File: src/rtl/fpu_pkg.sv
`default_nettype none
// ============================================================================
// Module : fpu_pkg
// Brief  : Shared constants and state encoding for the FPU alignment stage.
// Rev    : 1.0  initial release
// ============================================================================
package fpu_pkg;

  localparam int MANTISSA_SIZE_DEFAULT = 23;
  localparam int MAX_ALIGN_SHIFT       = MANTISSA_SIZE_DEFAULT + 3;
  localparam int SHIFT_CNT_W           = $clog2(MANTISSA_SIZE_DEFAULT + 4);

  typedef enum logic [1:0] {
    IDLE  = 2'd0,
    SHIFT = 2'd1,
    DONE  = 2'd2
  } align_state_t;

endpackage : fpu_pkg
`default_nettype wire

File: src/rtl/fpu_operand_compare.sv
`default_nettype none
// ============================================================================
// Module : fpu_operand_compare
// Brief  : Unpacks two operands, picks the larger effective exponent and
//          returns the absolute exponent difference.
// Rev    : 1.0  initial release
// ============================================================================
module fpu_operand_compare #(
  parameter int Mantissa_Size = 23,
  parameter int Exponent_Size = 8
) (
  input  logic [Exponent_Size-1:0] a_exponent,
  input  logic [Mantissa_Size-1:0] a_mantissa,
  input  logic [Exponent_Size-1:0] b_exponent,
  input  logic [Mantissa_Size-1:0] b_mantissa,
  output logic [Mantissa_Size:0]   big_sig,
  output logic [Mantissa_Size:0]   small_sig,
  output logic [Exponent_Size-1:0] big_exp,
  output logic                     swap,
  output logic [Exponent_Size-1:0] diff
);

  logic [Mantissa_Size:0]   w_sig_a, w_sig_b;
  logic [Exponent_Size-1:0] w_eff_a, w_eff_b;
  logic [Exponent_Size:0]   w_sub;

  // Denormals and zero behave as exponent 1 with no hidden bit.
  assign w_sig_a = {(a_exponent != '0), a_mantissa};
  assign w_sig_b = {(b_exponent != '0), b_mantissa};
  assign w_eff_a = (a_exponent == '0) ? Exponent_Size'(1) : a_exponent;
  assign w_eff_b = (b_exponent == '0) ? Exponent_Size'(1) : b_exponent;

  assign w_sub     = {1'b0, w_eff_a} - {1'b0, w_eff_b};
  assign swap      = w_sub[Exponent_Size];
  assign diff      = swap ? (w_eff_b - w_eff_a) : w_sub[Exponent_Size-1:0];
  assign big_sig   = swap ? w_sig_b : w_sig_a;
  assign small_sig = swap ? w_sig_a : w_sig_b;
  assign big_exp   = swap ? w_eff_b : w_eff_a;

endmodule : fpu_operand_compare
`default_nettype wire

File: src/rtl/fpu_aligner.sv
`default_nettype none
// ============================================================================
// Module : fpu_aligner
// Brief  : Pre-add alignment stage; shifts the smaller significand right one
//          bit per cycle, producing guard/round/sticky.
// Rev    : 1.0  initial release
// ============================================================================
module fpu_aligner
  import fpu_pkg::*;
#(
  parameter int Mantissa_Size = 23,
  parameter int Exponent_Size = 8
) (
  input  logic                     clk,
  input  logic                     rst,
  input  logic                     in_valid,
  output logic                     in_ready,
  input  logic [Exponent_Size-1:0] a_exponent,
  input  logic [Mantissa_Size-1:0] a_mantissa,
  input  logic [Exponent_Size-1:0] b_exponent,
  input  logic [Mantissa_Size-1:0] b_mantissa,
  output logic                     out_valid,
  input  logic                     out_ready,
  output logic [Mantissa_Size:0]   big_mantissa,
  output logic [Mantissa_Size:0]   small_mantissa,
  output logic                     guard,
  output logic                     round,
  output logic                     sticky,
  output logic [Exponent_Size-1:0] common_exponent,
  output logic                     swapped
);

  localparam int c_work_w = Mantissa_Size + 3;
  localparam int c_cnt_w  = $clog2(Mantissa_Size + 4);
  localparam logic [Exponent_Size-1:0] c_max_shift = Exponent_Size'(Mantissa_Size + 3);

  align_state_t             r_state, w_next;
  logic [c_work_w-1:0]      r_work;
  logic [Mantissa_Size:0]   r_big;
  logic [Exponent_Size-1:0] r_exp;
  logic [c_cnt_w-1:0]       r_cnt;
  logic                     r_sticky, r_swapped;

  logic [Mantissa_Size:0]   w_big_sig, w_small_sig;
  logic [Exponent_Size-1:0] w_big_exp, w_diff;
  logic                     w_swap;
  logic [c_cnt_w-1:0]       w_cnt_init;

  fpu_operand_compare #(
    .Mantissa_Size(Mantissa_Size),
    .Exponent_Size(Exponent_Size)
  ) u_compare (
    .a_exponent(a_exponent),
    .a_mantissa(a_mantissa),
    .b_exponent(b_exponent),
    .b_mantissa(b_mantissa),
    .big_sig   (w_big_sig),
    .small_sig (w_small_sig),
    .big_exp   (w_big_exp),
    .swap      (w_swap),
    .diff      (w_diff)
  );

  // Beyond the cap every bit has already reached sticky, so clamping is exact.
  assign w_cnt_init = (w_diff > c_max_shift) ? c_cnt_w'(c_max_shift) : c_cnt_w'(w_diff);

  assign in_ready = (r_state == IDLE) && !rst;

  always_comb begin
    w_next    = r_state;
    out_valid = 1'b0;
    case (r_state)
      IDLE:    if (in_valid) w_next = (w_cnt_init != '0) ? SHIFT : DONE;
      SHIFT:   if (r_cnt == c_cnt_w'(1)) w_next = DONE;
      DONE: begin
        out_valid = 1'b1;
        if (out_ready) w_next = IDLE;
      end
      default: w_next = IDLE;
    endcase
  end

  always_ff @(posedge clk) begin
    if (rst) begin
      r_state   <= IDLE;
      r_work    <= '0;
      r_big     <= '0;
      r_exp     <= '0;
      r_cnt     <= '0;
      r_sticky  <= 1'b0;
      r_swapped <= 1'b0;
    end else begin
      r_state <= w_next;
      case (r_state)
        IDLE: if (in_valid) begin
          r_work    <= {w_small_sig, 2'b00};
          r_big     <= w_big_sig;
          r_exp     <= w_big_exp;
          r_cnt     <= w_cnt_init;
          r_sticky  <= 1'b0;
          r_swapped <= w_swap;
        end
        SHIFT: begin
          r_work   <= r_work >> 1;
          r_sticky <= r_sticky | r_work[0];
          r_cnt    <= r_cnt - 1'b1;
        end
        default: ;
      endcase
    end
  end

  assign big_mantissa    = r_big;
  assign small_mantissa  = r_work[c_work_w-1:2];
  assign guard           = r_work[1];
  assign round           = r_work[0];
  assign sticky          = r_sticky;
  assign common_exponent = r_exp;
  assign swapped         = r_swapped;

endmodule : fpu_aligner
`default_nettype wire
File: config.mk
export PLATFORM = sky130hd
export DESIGN_NAME = fpu_aligner
export DESIGN_NICKNAME = d
export VERILOG_FILES = /design/src/rtl/fpu_pkg.sv /design/src/rtl/fpu_operand_compare.sv /design/src/rtl/fpu_aligner.sv
export SDC_FILE = /design/constraint.sdc
export NUM_CORES = 1
export LEC_CHECK = 0
export ABC_AREA = 1
export CORE_UTILIZATION = 47
export CTS_CLUSTER_DIAMETER = 200
export CTS_CLUSTER_SIZE = 24
export DETAILED_ROUTE_END_ITERATION = 8
export PLACE_DENSITY = 0.84
export RECOVER_POWER = 25
export SLEW_MARGIN = 20
export SYNTH_ARGS = -nofsm -noshare
export SYNTH_HDL_FRONTEND = slang
export SYNTH_SLANG_ARGS = --single-unit
File: constraint.sdc
create_clock -name clk -period 3.95 [get_ports clk]
set_clock_uncertainty 0.15 [all_clocks]
set_input_delay 0.79 -clock clk [delete_from_list [all_inputs] [get_ports clk]]
set_output_delay 0.79 -clock clk [all_outputs]
set_load 0.1 [all_outputs]
==> results_dict.tcl, run 1 <==
set metrics [dict create \
    critPathSlowestCell "clkdlybuf4s50_1" \
    ys_warn_count 0 \
    drv_cap 0 \
    ctsHtreeMaxLevel 3 \
    hold_path.class "reg -> reg" \
    cts_root_buffer "clkbuf_8" \
    startpoint_type "input pin" \
    end_kind "flip-flop" \
    critical_path.cell_chain "clkdlybuf4s50_1 -> nor4_2 -> nand4_1 -> inv_1 -> nor2_1 -> inv_1 -> ha_1 -> inv_1 -> fa_1 -> nand3_1 -> nand2_2 -> a21oi_4 -> nand2_1 -> nand2_1 -> inv_1 -> nor2_2 -> nand2_2 -> nand4_1 -> nand2_1 -> nand2_1 -> a21oi_2" \
    ant_nets 0 \
    totalWireLength_microns 12500 \
    synth_fa_ha_area_frac 0.0590 \
    powerDensity_nw_per_um2 641 \
    fin_crit_ns 3.68 \
    worst_ep_arrival_time_ns 3.74 \
    total_power_w 0.00372 \
    grt-ovfl-total 0 \
    nFillCells 752 \
    setup_viol 0 \
    cts.path.max_buffers 2 \
    grt_usage 0.268 \
    pin_count 128 \
    peakVddDrop_uv 410 \
    ys_ff_latch 67 \
    tightest_slew_ns 1.16 \
    stdcell_area_sq_um 5810 \
    ff2ff_setup_slack_ns 1.76 \
    muxShareOfSynthArea 0 \
    postSynthCellCount 660 \
    grt_max_degree 47 \
    fmax_mhz 272 \
    cts.sinks 67 \
    drc_errors 0 \
    rows 34 \
    post_dp_cell_area_sq_um 5610 \
    die_h_microns 97.5 \
    antenna_found_initial 0 \
    drt_iter0_drc 235 \
    synthXorXnorAreaFrac 0.0102 \
    synthToLayoutAreaGrowth_pct 35.5 \
    critical_path_class "in -> reg" \
    cts_tree "yes" \
    gp_congestion 0.965 \
    die_area_sq_um 9500 \
    crit_fanout 11 \
    final_util 0.662 \
    avgSynthCellArea_sq_um 6.49 \
    outcome "completed" \
    r2r_cells 8 \
    first_pass_iters 5 \
    hold_viol_final 0 \
    fin_nets 851 \
    maxSlewViolCount 0 \
    mostFrequentLayoutCell "nand2_1" \
    slew-limit-headroom 0.228 \
    grt_pass1_wl_microns 20800 \
    synth_top_family_by_area "simple AND/OR/NAND/NOR gates" \
    setup_ws_ns 0.267 \
    drive_above_1_share 0.0817 \
    fin_crit_sh 0.932 \
    start_util 0.489 \
    synth_compound_area_frac 0.190 \
    clk_pin_slew_ns 0.08 \
    rsz0062_at_grt "no" \
    routedWlPerCell_microns 14.2 \
    viasPerCell 5.30 \
    synth-seq-area-share 0.313 \
    num_antenna_cells 0 \
    core_area_sq_um 8760 \
    min_to "big_mantissa[3]" \
    vias 4656 \
    holdBufCountCts 0 \
    max_stage_delay_ns 0.47 \
    r2r_start "r_state[0]" \
    holdPathStages 2 \
    dp_hpwl_microns 9260 \
    syn-num-nets 745 \
    p_leak_nw 2.60 \
    fp.dieW_microns 97.5 \
    netlist_area_sq_um 4280 \
    synthSimpleGateAreaFrac 0.310 \
    final_cell_mix "nand2_1 (190), clkdlybuf4s50_1 (96), o21ai_0 (69)" \
    min-delay-start "big_mantissa[3]" \
    grt_pass1_vias 4348 \
    cts_resized 0 \
    portBuffers 127 \
    worstSkewPairLatency_ns 0.36 \
    place_ws_ns -0.0629 \
    cp.required_ns 4.01 \
    cts_buffers 9 \
    setup_tns_ns 0 \
    cts_setup_buffers 0 \
    r2r_end "big_mantissa[21]" \
    synthDistinctLibCells 31 \
]
cells in the mapped netlist (all sizes together):
cell type	instances	area, sq um
o21bai	15	113
xor2	4	35.0
nand3	48	245
a22o	1	8.76
nand2	206	823
a21oi	17	100
clkbuf	32	120
o21ai	69	345
o211ai	11	82.6
ha	17	213
xnor2	1	8.76
o22ai	1	6.26
a31oi	25	156
nor3	4	20.0
nand4	8	50.1
fa	2	40.0
dfxtp	67	1340
buf	17	111
inv	73	274
nor4	2	12.5
nor2	40	178
logic make-up (layout without fill, tap and decap cells):
| family | Yosys count | in the layout |
|---|---|---|
| AOI/OAI and AO/OA | 139 | 139 |
| buffers and inverters | 122 | 233 |
| DFF | 67 | 67 |
| xor gates and xnor gates | 5 | 5 |
| adders and majority gates | 19 | 19 |
| and+or+nand+nor | 308 | 308 |
flip-flops by register name (all words and copies together) (netlist names):
signal	flops
swapped	1
r_state	2
r_cnt	5
r_work	26
big_mantissa	24
common_exponent	8
sticky	1
metal layers:
metal / track usage / vias up / wire length (microns)
met2: 0.450 / 174 / 5860
li1: - / 2352 / -
met5: 0 / - / 0
met3: 0.0619 / 22 / 792
met4: 0.0826 / 0 / 239
met1: 0.341 / 2108 / 5610
critical path: cells and delay by family:
family,cells,cell delay (ns)
adder cells (fa/ha/maj),2,0.52
AND/OR/NAND/NOR,12,1.30
buffers and inverters,5,0.78
AO/OA/AOI/OAI,2,0.33
power breakdown:
group / switching (W) / internal, W / leakage (nW)
registers: 0.000111 / 0.000836 / 0.551
clock network: 0.000291 / 0.000295 / 0.0962
logic: 0.00164 / 0.000552 / 1.96
worst max-delay path by stage:
stage / slack [ns] / depth (start not counted) / startpoint / end
after floorplan: 0.73 / 18 / b_exponent[0] / r_cnt[1]
after global placement: 0.10 / 19 / b_exponent[0] / r_state[0]
after detailed placement: -0.06 / 20 / b_exponent[3] / r_state[0]
after CTS: 0.30 / 20 / b_exponent[3] / r_state[0]
after global routing: 0.03 / 21 / b_exponent[3] / r_cnt[2]
final: 0.27 / 21 / b_exponent[3] / r_cnt[2]
layout make-up:
| class | count | area (sq um) | area share |
|---|---|---|---|
| Timing Repair Buffer | 144 | 1410 | 0.243 |
| Clock buffer | 9 | 124 | 0.0213 |
| Multi-Input combinational cell | 471 | 2440 | 0.421 |
| Clock inverter | 7 | 76.3 | 0.0131 |
| Sequential cell | 67 | 1340 | 0.231 |
| Inverter | 73 | 274 | 0.0472 |
| Tap cell | 108 | 135 | 0.0233 |
metrics by stage:
| step | hold slack (ns) | instances |
|---|---|---|
| final | 0.326 | 879 |
| after global routing | 0.342 | 879 |
| after CTS | 0.331 | 879 |
| after detailed placement | 0.320 | 863 |
| after global placement | 0.311 | 863 |
| after floorplan | 0.318 | 660 |
Power figures use the tool's default switching activity.
==> run 2: changes to the inputs <==
Settings changed: CTS_BUF_LIST from default to sky130_fd_sc_hd__clkbuf_4, PLACE_DENSITY 0.84 to 0.83.
==> results_dict.tcl, run 2 (synthesis results as in run 1) <==
set metrics [dict create \
    peakVddDrop_uv 453 \
    fp.dieW_microns 97.5 \
    gp_congestion 0.931 \
    p_leak_nw 2.57 \
    die_h_microns 97.5 \
    setup_viol 0 \
    viasPerCell 5.31 \
    fin_crit_sh 0.918 \
    regMostFlops "r_work" \
    synthToLayoutAreaGrowth_pct 33.6 \
    end_kind "flip-flop" \
    cts_buffers 9 \
    ff2ff_setup_slack_ns 1.69 \
    ctsHtreeMaxLevel 3 \
    fmax_mhz 276 \
    largest_reg_flops 26 \
    ant_nets 0 \
    critical_path_class "in -> reg" \
    powerDensity_nw_per_um2 622 \
    fin_crit_ns 3.63 \
    worstSkewPairLatency_ns 0.42 \
    crit_fanout 11 \
    die_area_sq_um 9500 \
    drc_errors 0 \
    rows 34 \
    rsz0062_at_grt "no" \
    antenna_found_initial 0 \
    cp.required_ns 4.10 \
    drv_cap 0 \
    multiInputGateArea_sq_um 2440 \
    maxSlewViolCount 0 \
    cts_resized 0 \
    clk_pin_slew_ns 0.11 \
    regArea_sq_um 1340 \
    mostFrequentLayoutCell "nand2_1" \
    cts.path.max_buffers 2 \
    worst_ep_arrival_time_ns 3.78 \
    grt_usage 0.270 \
    cts_setup_buffers 0 \
    slew-limit-headroom 0.223 \
    start_util 0.489 \
    num_antenna_cells 0 \
    dp.cells 863 \
    outcome "completed" \
    pin_count 128 \
    hold_path.class "reg -> reg" \
    grt_pass1_vias 4547 \
    tightest_slew_ns 1.17 \
    cts_tree "yes" \
    finalNonFillerCells 879 \
    grt_pass1_wl_microns 21100 \
    nFillCells 805 \
    dp_hpwl_microns 9170 \
    final_cell_mix "nand2_1 (190), clkdlybuf4s50_1 (97), o21ai_0 (69)" \
    hold_viol_final 0 \
    fin_hold_ws_ns 0.327 \
    first_pass_iters 4 \
    grt-ovfl-total 0 \
    routedWlPerCell_microns 14.2 \
    totalWireLength_microns 12500 \
    cts.sinks 67 \
    vias 4664 \
    drive_above_1_share 0.0791 \
    portBuffers 127 \
    drt_iter0_drc 201 \
    cts_root_buffer "clkbuf_4" \
    grt_max_degree 63 \
    startpoint_type "input pin" \
    holdBufCountCts 0 \
    fin_nets 851 \
    core_area_sq_um 8760 \
]
## run 2: final timing paths
check                        from              end  cells past startpoint
setup / recovery    b_exponent[3]         r_cnt[2]                     21
hold / removal    big_mantissa[1]  big_mantissa[1]                      2
setup reg to reg       r_state[0]         r_cnt[2]                      7
hold reg to reg   big_mantissa[1]  big_mantissa[1]                      2
## run 2: report_power, final
part	internal [W]	switching, W	total [W]
logic	0.000533	0.00163	0.00216
registers	0.000835	0.000114	0.000949
clock network	0.000191	0.000259	0.000449
## run 2: layout make-up
cell class                 count  area share
sequential                    67       0.234
clock inverter                 7      0.0118
clock buffer                   9      0.0118
timing repair buffer         144       0.244
multi-input combinational    471       0.426
tap                          108      0.0236
inverter                      73      0.0479
## run 2: critical path: stages
cell	delay, ns
clkdlybuf4s50_1	0.46
nor4_1	0.37
nand4_1	0.13
inv_1	0.13
nor2_1	0.08
inv_1	0.07
ha_1	0.14
inv_1	0.05
fa_1	0.39
nand3_1	0.12
nand2_2	0.11
a21oi_4	0.29
nand2_1	0.10
nand2_1	0.07
inv_1	0.07
nor2_2	0.09
nand2_2	0.08
nand4_1	0.08
nand2_1	0.05
nand2_1	0.08
a21oi_2	0.05
## run 2: per-layer routing
metal | vias up | routed length [microns] | share of wire | global-route usage
li1 | 2359 | - | - | -
met1 | 2122 | 5550 | 0.44 | 0.340
met2 | 162 | 5860 | 0.47 | 0.452
met3 | 21 | 831 | 0.067 | 0.0698
met4 | 0 | 241 | 0.019 | 0.0837
met5 | - | 0 | 0 | 0
## run 2: per-stage QoR
step / utilization / power (W) / setup WS [ns] / TNS, ns / area, sq um
6_report: 0.653 / 0.00356 / 0.324 / 0 / 5720
3_3_place_gp: 0.640 / 0.00312 / 0.0788 / 0 / 5610
5_1_grt: 0.653 / 0.00375 / 0.0348 / 0 / 5720
4_1_cts: 0.655 / 0.00360 / 0.354 / 0 / 5740
3_5_place_dp: 0.640 / 0.00315 / -0.115 / -1.32 / 5610
2_1_floorplan: - / 0.00262 / 0.731 / 0 / 4280
==> run 3: changes to the inputs <==
Clock period 3.95 ns to 4.1 ns, I/O delays scaled along.
==> results_dict.tcl, run 3 (synthesis results as in run 1) <==
set metrics [dict create \
    outcome "completed" \
    grt_usage 0.268 \
    grt_pass1_wl_microns 20900 \
    critical_path.cell_chain "clkdlybuf4s50_1 -> nor4_1 -> nand4_1 -> inv_1 -> nor2_1 -> inv_1 -> ha_1 -> inv_1 -> fa_1 -> nand3_1 -> nand2_2 -> a21oi_4 -> buf_4 -> nor2_1 -> o21ai_0" \
    setup_ws_ns 0.434 \
    rows 34 \
    start_util 0.489 \
    drc_errors 0 \
    num_antenna_cells 0 \
    fin_crit_sh 0.894 \
    grt_max_degree 65 \
    cts_resized 0 \
    worst_ep_arrival_time_ns 3.85 \
    antenna_found_initial 0 \
    dp_hpwl_microns 9190 \
    gp_congestion 0.957 \
    rsz0062_at_grt "no" \
    cts_tree "yes" \
    min-delay-start "r_work[1]" \
    first_pass_iters 5 \
    clk_pin_slew_ns 0.11 \
    core_area_sq_um 8760 \
    fin_nets 843 \
    startpoint_type "input pin" \
    die_area_sq_um 9500 \
    cts.sinks 67 \
    vias 4659 \
    portBuffers 127 \
    final_cell_mix "nand2_1 (190), clkdlybuf4s50_1 (97), o21ai_0 (69)" \
    worstSkewPairLatency_ns 0.42 \
    ant_nets 0 \
    drive_above_1_share 0.0708 \
    fmax_mhz 273 \
    cp.required_ns 4.28 \
    routedWlPerCell_microns 14.5 \
    r2r_start "r_state[0]" \
    pin_count 128 \
    hold_path.class "reg -> reg" \
    p_leak_nw 2.55 \
    peakVddDrop_uv 361 \
    post_dp_cell_area_sq_um 5550 \
    cp-startpoint "b_exponent[3]" \
    stdcell_area_sq_um 5670 \
    fin_crit_ns 3.67 \
    largest_reg_flops 26 \
    critPathSlowestCell "clkdlybuf4s50_1" \
    die_h_microns 97.5 \
    tightest_slew_ns 1.17 \
    setup_tns_ns 0 \
    drt_iter0_drc 274 \
    viasPerCell 5.35 \
    max_stage_delay_ns 0.46 \
    cts_root_buffer "clkbuf_4" \
    holdBufCountCts 0 \
    synthToLayoutAreaGrowth_pct 32.3 \
    critical_path_class "in -> reg" \
    regMostFlops "r_work" \
    grt-ovfl-total 0 \
    crit_top_cell "inv_1" \
    fin_hold_ws_ns 0.326 \
    setup_viol 0 \
    powerDensity_nw_per_um2 608 \
    grt_pass1_vias 4447 \
    totalWireLength_microns 12600 \
    mostFrequentLayoutCell "nand2_1" \
    place_ws_ns 0.00666 \
    cts_setup_buffers 0 \
    maxSlewViolCount 0 \
    ctsHtreeMaxLevel 3 \
    crit_fanout 30 \
    end_kind "flip-flop" \
    fp.dieW_microns 97.5 \
    drv_cap 0 \
    cts.path.max_buffers 2 \
    hold_viol_final 0 \
    slew-limit-headroom 0.226 \
    cts_buffers 9 \
]
[run 3: path summary, 6_finish.rpt]
kind	endpoint	slack, ns	cells after the start
setup / recovery	big_mantissa[21]	0.43	15
hold / removal	r_work[0]	0.33	2
setup reg to reg	r_cnt[3]	1.77	8
hold reg to reg	r_work[0]	0.33	2
[run 3: area by class of cell]
type	instances	area (sq um)
multi-input cells	471	2440
repair buffers	136	1350
clock inverters	5	53.8
inverters	73	274
flip-flops and latches	67	1340
fillers	789	3090
well taps	108	135
clock buffers	11	82.6
[run 3: routing by layer]
| layer | part of all wire | track usage | wire (microns) |
|---|---|---|---|
| met1 | 0.42 | 0.332 | 5330 |
| met2 | 0.47 | 0.446 | 5880 |
| met3 | 0.080 | 0.0727 | 1010 |
| met4 | 0.032 | 0.0939 | 399 |
| met5 | 0 | 0 | 0 |
[run 3: power breakdown]
group	internal [W]	total [W]	switching, W
clock	0.000198	0.000445	0.000247
combinational	0.000511	0.00209	0.00158
sequential	0.000804	0.000913	0.000109
total	0.00151	0.00345	0.00193
[run 3: critical path: cells and delay by family]
family	cells	cell delay (ns)
AND/OR/NAND/NOR	6	0.88
adder cells (fa/ha/maj)	2	0.56
AO/OA/AOI/OAI	2	0.49
buffers and inverters	5	1.08
[run 3: per-stage QoR]
stage | total power, W | util | cells
after global routing | 0.00362 | 0.647 | 871
after CTS | 0.00348 | 0.649 | 871
after global placement | 0.00300 | 0.633 | 855
after floorplan | 0.00252 | - | 660
after detailed placement | 0.00304 | 0.633 | 855
final | 0.00345 | 0.647 | 871
